File: config.mk
export PLATFORM = sky130hd
export DESIGN_NAME = prime_collector
export DESIGN_NICKNAME = d
export VERILOG_FILES = /design/src/rtl/prime_pkg.sv /design/src/rtl/prime_fifo.sv /design/src/rtl/prime_collector.sv
export SDC_FILE = /design/constraint.sdc
export NUM_CORES = 1
export LEC_CHECK = 0
export CORE_MARGIN = 2
export CORE_UTILIZATION = 68
export DETAILED_ROUTE_END_ITERATION = 8
export DONT_BUFFER_PORTS = 1
export GPL_TIMING_DRIVEN = 0
export PLACE_DENSITY = 0.84
export SYNTH_ARGS = -nofsm -noshare
export SYNTH_HDL_FRONTEND = slang
export SYNTH_SLANG_ARGS = --single-unit
File: constraint.sdc
create_clock -name clk -period 14.8 [get_ports clk]
set_input_delay 2.96 -clock clk [delete_from_list [all_inputs] [get_ports clk]]
set_output_delay 2.96 -clock clk [all_outputs]
set_load 0.1 [all_outputs]
File: src/rtl/prime_pkg.sv
// Shared definitions for the prime detection / collection pipeline.
//
// Contents:
//   DEF_WIDTH, DEF_CNT_W : default number width and statistic counter width
//   num_t, cnt_t         : number and counter types at the default widths
//                          (prime_detect uses num_t as well)
//   sat_inc              : width-agnostic saturating increment
package prime_pkg;

  localparam int unsigned DEF_WIDTH = 32;
  localparam int unsigned DEF_CNT_W = 16;

  typedef logic [DEF_WIDTH-1:0] num_t;
  typedef logic [DEF_CNT_W-1:0] cnt_t;

  // Works on a 64-bit carrier so modules with non-default counter widths can
  // share it. The caller truncates the result back to its own width.
  // width must be below 64.
  function automatic logic [63:0] sat_inc(input logic [63:0] value,
                                          input int unsigned width);
    logic [63:0] max_v;
    max_v = (64'd1 << width) - 64'd1;
    return (value >= max_v) ? max_v : value + 64'd1;
  endfunction

endpackage

File: src/rtl/prime_fifo.sv
// First-word-fall-through FIFO that holds the accepted primes.
//
// Ports:
//   clk, rst_n : rising-edge clock, asynchronous active-low reset
//   clear      : synchronous flush; overrides push and pop in the same cycle
//   push/wdata : write request and data (ignored while full)
//   pop        : read request (ignored while empty)
//   rdata      : entry at the read pointer, 0 while empty
//   level      : occupancy 0..DEPTH
//   full/empty : occupancy flags derived from level
module prime_fifo #(
  parameter int unsigned WIDTH = 32,
  parameter int unsigned DEPTH = 8
) (
  input  logic                       clk,
  input  logic                       rst_n,
  input  logic                       clear,
  input  logic                       push,
  input  logic                       pop,
  input  logic [WIDTH-1:0]           wdata,
  output logic [WIDTH-1:0]           rdata,
  output logic [$clog2(DEPTH):0]     level,
  output logic                       full,
  output logic                       empty
);

  localparam int unsigned AW = $clog2(DEPTH);
  localparam int unsigned LW = AW + 1;

  logic [WIDTH-1:0] mem [DEPTH];
  logic [AW-1:0]    wr_ptr;
  logic [AW-1:0]    rd_ptr;
  logic             push_ok;
  logic             pop_ok;

  assign full    = (level == LW'(DEPTH));
  assign empty   = (level == '0);
  assign push_ok = push && !full;
  assign pop_ok  = pop && !empty;

  // Pointers wrap naturally because DEPTH is a power of two; level is kept
  // separately so full and empty are never ambiguous.
  always_ff @(posedge clk or negedge rst_n) begin
    if (!rst_n) begin
      wr_ptr <= '0;
      rd_ptr <= '0;
      level  <= '0;
    end else if (clear) begin
      wr_ptr <= '0;
      rd_ptr <= '0;
      level  <= '0;
    end else begin
      if (push_ok) wr_ptr <= wr_ptr + AW'(1);
      if (pop_ok)  rd_ptr <= rd_ptr + AW'(1);
      case ({push_ok, pop_ok})
        2'b10:   level <= level + LW'(1);
        2'b01:   level <= level - LW'(1);
        default: level <= level;
      endcase
    end
  end

  // Storage needs no reset: rdata is masked whenever the FIFO is empty.
  always_ff @(posedge clk) begin
    if (push_ok && !clear) mem[wr_ptr] <= wdata;
  end

  assign rdata = empty ? '0 : mem[rd_ptr];

endmodule

File: src/rtl/prime_collector.sv
// Streaming stage behind prime_detect. Buffers the numbers flagged as prime
// in an order-preserving FIFO for a valid/ready consumer and keeps running
// statistics over every accepted beat.
//
// Ports:
//   clk, rst_n             : rising-edge clock, asynchronous active-low reset
//   clear                  : synchronous flush of FIFO and statistics
//   in_valid/in_ready      : upstream handshake
//   in_n, in_is_prime      : tested number and its verdict
//   out_valid/out_ready    : downstream handshake, out_data = oldest prime
//   level                  : FIFO occupancy 0..DEPTH
//   seen_cnt, prime_cnt    : saturating counts of accepted beats and primes
//   max_prime, max_valid   : largest accepted prime and its valid flag
module prime_collector
  import prime_pkg::*;
#(
  parameter int unsigned WIDTH = DEF_WIDTH,
  parameter int unsigned DEPTH = 8,
  parameter int unsigned CNT_W = DEF_CNT_W
) (
  input  logic                   clk,
  input  logic                   rst_n,
  input  logic                   clear,
  input  logic                   in_valid,
  output logic                   in_ready,
  input  logic [WIDTH-1:0]       in_n,
  input  logic                   in_is_prime,
  output logic                   out_valid,
  input  logic                   out_ready,
  output logic [WIDTH-1:0]       out_data,
  output logic [$clog2(DEPTH):0] level,
  output logic [CNT_W-1:0]       seen_cnt,
  output logic [CNT_W-1:0]       prime_cnt,
  output logic [WIDTH-1:0]       max_prime,
  output logic                   max_valid
);

  logic run_q;
  logic accept;
  logic push;
  logic pop;
  logic full;
  logic empty;

  // Holds in_ready low through reset and until the first edge after release.
  always_ff @(posedge clk or negedge rst_n) begin
    if (!rst_n) run_q <= 1'b0;
    else        run_q <= 1'b1;
  end

  // Full stalls every beat, not just primes, so the statistics stay in
  // arrival order with the buffered data.
  assign in_ready  = run_q && !full && !clear;
  assign accept    = in_valid && in_ready;
  assign push      = accept && in_is_prime;
  assign out_valid = !empty;
  assign pop       = out_valid && out_ready && !clear;

  prime_fifo #(
    .WIDTH (WIDTH),
    .DEPTH (DEPTH)
  ) u_fifo (
    .clk   (clk),
    .rst_n (rst_n),
    .clear (clear),
    .push  (push),
    .pop   (pop),
    .wdata (in_n),
    .rdata (out_data),
    .level (level),
    .full  (full),
    .empty (empty)
  );

  always_ff @(posedge clk or negedge rst_n) begin
    if (!rst_n) begin
      seen_cnt  <= '0;
      prime_cnt <= '0;
    end else if (clear) begin
      seen_cnt  <= '0;
      prime_cnt <= '0;
    end else if (accept) begin
      seen_cnt <= CNT_W'(sat_inc(64'(seen_cnt), CNT_W));
      if (in_is_prime) prime_cnt <= CNT_W'(sat_inc(64'(prime_cnt), CNT_W));
    end
  end

  // Strictly greater: an equal prime leaves the stored maximum untouched.
  always_ff @(posedge clk or negedge rst_n) begin
    if (!rst_n) begin
      max_prime <= '0;
      max_valid <= 1'b0;
    end else if (clear) begin
      max_prime <= '0;
      max_valid <= 1'b0;
    end else if (push && (!max_valid || (in_n > max_prime))) begin
      max_prime <= in_n;
      max_valid <= 1'b1;
    end
  end

endmodule

; Word-level counts from Yosys, hierarchy flattened
; Memory sizes are Yosys's and may differ from the RTL's.
; Cells that the tools add are included.
[totals]
output_inout_bits = 103
mem_count = 1
word_cells = 64
ramBits = 256
register_bits = 76
in_bits = 38
[classes]
addsub = 6
muxes = 20
n_reduce_logical = 23
eq_ne = 3
n_lt_le_gt_ge = 3
[memory_table]
columns = name, words, word_bits, read_ports, rd_clocked_by_memory_dff, wr, line_no
row1 = u_fifo.mem, 8, 32, 1, 0, 1, prime_fifo.sv:30  ; logic [WIDTH-1:0] mem [DEPTH];
[op_table]
columns = op, n
row1 = two-way mux 16 bit, 7
row2 = two-way mux 32 bit, 3
row3 = adder 16 x 1 -> 16 bit (second input constant), 2
row4 = >= comparator 16 bit (second input constant), 2
row5 = > comparator 32 bit, 1
row6 = two-way mux 3 bit, 4
row7 = logical AND 1 bit, 10
row8 = nonzero test 2 bit, 5
row9 = one-hot mux 4 bit (2 select lines), 1
row10 = adder 3 x 1 -> 3 bit (second input constant), 2
row11 = adder 4 x 1 -> 4 bit (second input constant), 1
row12 = == test 4 bit (second input constant), 1
row13 = logical NOT 1 bit, 4
row14 = logical NOT 4 bit, 1
row15 = two-way mux 1 bit, 4
row16 = two-way mux 4 bit, 1
row17 = subtractor 4 x 1 -> 4 bit (second input constant), 1
row18 = nonzero test 3 bit, 1
row19 = == test 2 x 1 -> 1 bit (second input constant), 1
row20 = == test 2 bit (second input constant), 1
row21 = AND reduction 2 bit, 1
row22 = logical OR 1 bit, 1

; Longest topological paths before layout
[depth]
depth_word = 10
mapped_depth = 12
depth_no_buf = 11

; By module
; A second synthesis with hierarchy kept.
[unflattened]
hier_cells = 910
area_unflattened_um2 = 14340.0
[modules_own_cells]
columns = mod, cells_each, seq_area_each_um2, area_per_inst_um2, instances
row1 = prime_fifo, 484, 7937.6, 10358.7, 1
row2 = prime_collector, 426, 1651.6, 3981.3, 1

; Least setup slack after synthesis
; OpenSTA, ideal clock, no wires.
[synth_timing]
kind = input-to-output
startpoint = input port clear
endpoint = output port in_ready
arrival_time_ns = 5.574
setup_slack_ns = 6.266
path_stages = 3
n_path_buf = 2
required_ns = 11.840
path_cell_list = clkbuf_1 clkbuf_1 nor3b_1
[synth_between]
elab_chain_len = 2
[synth_rtl]
columns = element, line_no
row1 = "start, declared", prime_collector.sv:23  ; input logic clear,
row2 = logical NOT 1 bit, prime_collector.sv:53  ; assign in_ready = run_q && !full && !clear;
row3 = logical AND 1 bit, prime_collector.sv:53
row4 = "end, declared", prime_collector.sv:25  ; output logic in_ready,
; No other way between the ends.

; Worst setup path in the final report
; Same ends and word-level chain as after synthesis.

==> results.md <==
* Syn Area/Cell at 16.3 um2
* Initial antenna violation count at 1
* Routability Congestion at 0.918
* Overflow left after global routing at 0
* Max Cap Viol at 0
* Synth warn at 0
* H-tree level count at 2
* Crit path max fanout at 10
* CP endpoint: in_ready
* Largest net degree at the start of global routing at 77
* Slew Viols, Final at 0
* Syn_nets at 943
* Type of origin of the critical path: primary input
* IO buf count at 0
* Internal power at 1.75 mW
* Initial Utilization at 69.5%
* Asr flop ratio synth at 22.9%
* Clock Path Buffers at 3
* Adder-cell share of the synthesized area at 3.37%
* Xor and xnor area share after synthesis at 0.559%
* #FFs+latches synth at 332
* Most numerous cell in the Yosys netlist: edfxtp_1
* Pre-CTS setup slack at 7.81 ns
* Net Switching at 990 uW
* Core area at 20,300 um2
* Nets@finish at 1,008
* Maximum vdd drop at 0.102 mV
* Min cycle time layout at 6.99 ns
* Measured slew at the worst slew-check pin at 1.20 ns
* Worst R2R Path Depth at 12
* 1st-iter DRT viols at 1,071
* Power per cell area at 170 nW/um2
* Post-Place Cells at 1,166
* Reg clk slew, reported paths at 0.06 ns
* First-pass GRT wire length at 52.4 mm
* Clock Skews at 0.0155 ns
* Crit end category: output pin
* Avg Vias per Cell at 7.03
* Unrepaired setup endpoints after global routing: no
* Routed Antenna Nets at 0
* Wire per inst at 28.7 um
* Final Hold Viols at 0
* Largest family of logic cells by synthesized area: multiplexers
* Gr usage total at 32.7%
* Sequential Power Share at 40.2%
* Worst r2r src: u_fifo.level[1]
* Sw Share at 36.1%
* Register area share after synthesis at 68.0%
* Cell Area, Synth at 14,100 um2
* Hold Crit Class: flip-flop to flip-flop
* Die ar. at 21,900 um2
* FMAX at 143 MHz
* Via count at 8,627
* Clk network pwr share at 34.1%
* Leakage at 5.49 nW
* Final period util at 47.3%
* CTS tree: yes
* Post-DP HPWL at 22.5 mm
* Slew margin rel. at 19.1%
* First-pass iteration count of the detailed router at 6
* Logic pwr share at 25.7%
* Final setup TNS at 0 ns
* Die Ht at 148 um
* Crit path kind: primary input to output pin
* Worst reg2reg endpoint: u_fifo.level[2]
* Power, Total at 2.74 mW
* Leading area contributor after synthesis: edfxtp_1
* CTS resizes at 0
* Ys flop type: edfxtp_1
* Core Util, Final at 79.3%
* Crit path DAT at 4.03 ns
* Final setup violation count at 0
* Worst Path Required at 11.84 ns
* Final antenna diode count at 0
* Post-synth EDFFs at 256
* Vias in the first global route at 8,781
* Worst-skew pair later-pin latency at 0.51 ns
* Reg2Reg Setup Slack at 10.26 ns
* Post-synth cell types at 59
* Final worst slack at 7.81 ns
* Area share of the leading cell type in the synthesized netlist at 54.5%
* DRC at 0
* Root Buffer: clkbuf_16
* Core Rows at 52
* CTS Buf Count at 34
* Mux contribution to synthesized area at 12.7%
* Die X at 148 um
* Routed WL at 35.3 mm
* Worst Setup SP: clear
* Fill cell count at 1,026
* Compound-Gate Fraction of Synth Area at 6.48%
* Num ports at 141
* Commonest cells in the netlist: edfxtp_1 (256), dfrtp_1 (76), mux4_2 (64)
* Gate Count Post-Synth at 867
* CTS sink cnt at 332
* Status: finished clean
* P&R area growth vs syn at 14.1%
* Non-Filler Instances at 1,228
* Share of post-route cells with drive strength above 1 at 22.2%
* CTS Hold Buffers Added at 0
* Synth Area in Simple Gates at 6.36%
* # Post-CTS Setup Buffers at 0
* Largest cells by area after synthesis: edfxtp_1 (55%), dfrtp_1 (13%), mux4_2 (10%), ha_1 (3.4%), mux2i_1 (2.5%)
-- cells in the final DEF, fill, tap and decap left out, drive strengths merged, types with 35 or more instances in the layout --
cell type    n
edfxtp     256
ha          38
mux2i       35
clkbuf      68
buf         51
nand2       39
dfrtp       76
nor2        61
inv         39
mux4        64
-- logic make-up (layout without fill, tap and decap cells) --
logic type      after synthesis  count (layout)
other cells                   1               1
simple gates                176             176
flops                       332             332
mux                          99              99
compound gates              132             132
fa+ha+maj                    38              38
buf+inv                      80             171
xor+xnor                      9               9
-- sequential cells by signal, summed over array words and instances, names as in the netlist --
register and count:
max_prime 32, prime_cnt 16, u_fifo.wr_ptr 3, max_valid 1, seen_cnt 16, run_q 1, u_fifo.mem 256, u_fifo.level 4
u_fifo.rd_ptr 3
-- worst max-delay path: stages --
cell and delay [ns]:
clkbuf_1 0.30, clkbuf_1 0.44, nor3b_2 0.12, buf_8 0.20
-- how the worst min path moves through the flow --
| stage | start | endpoint | depth (start not counted) |
|---|---|---|---|
| 6_report | u_fifo.wr_ptr[0] | u_fifo.wr_ptr[0] | 1 |
| 5_1_grt | u_fifo.wr_ptr[0] | u_fifo.wr_ptr[0] | 1 |
| 4_1_cts | u_fifo.wr_ptr[0] | u_fifo.wr_ptr[0] | 1 |
| 3_5_place_dp | u_fifo.wr_ptr[0] | u_fifo.wr_ptr[0] | 1 |
| 3_3_place_gp | u_fifo.wr_ptr[0] | u_fifo.wr_ptr[0] | 1 |
| 2_1_floorplan | u_fifo.wr_ptr[0] | u_fifo.wr_ptr[0] | 1 |
-- power groups by stage --
| stage | Sequential, mW | Clock, mW | Combinational (mW) |
|---|---|---|---|
| 2_1_floorplan | 1.11 | 0 | 0.582 |
| 3_3_place_gp | 1.12 | 0 | 0.656 |
| 3_5_place_dp | 1.12 | 0 | 0.698 |
| 4_1_cts | 1.10 | 0.937 | 0.708 |
| 5_1_grt | 1.10 | 0.966 | 0.732 |
| 6_report | 1.10 | 0.934 | 0.705 |
-- metrics by stage --
step	area [um2]	hold slack, ns
2_1_floorplan	14100	0.568
3_3_place_gp	14400	0.589
3_5_place_dp	14900	0.692
4_1_cts	16100	0.709
5_1_grt	16100	0.752
6_report	16100	0.707
-- area by class of cell --
class / instances / area, um2 / share of cell area [%]
plain buffers: 42 / 208 / 1.29
clock buffers: 48 / 977 / 6.07
repair buffers: 29 / 294 / 1.83
multi-input cells: 455 / 4290 / 26.7
flip-flops and latches: 332 / 9590 / 59.6
inverters: 38 / 143 / 0.886
well taps: 270 / 338 / 2.10
clock inverters: 14 / 250 / 1.56
-- layer usage --
metal  part of all wire (%)  GRT usage, %
met1                     36          44.4
met2                     51          53.8
met4                    3.2          11.2
met3                     10          7.28
met5                  0.037             0
Power figures use the tool's default switching activity.
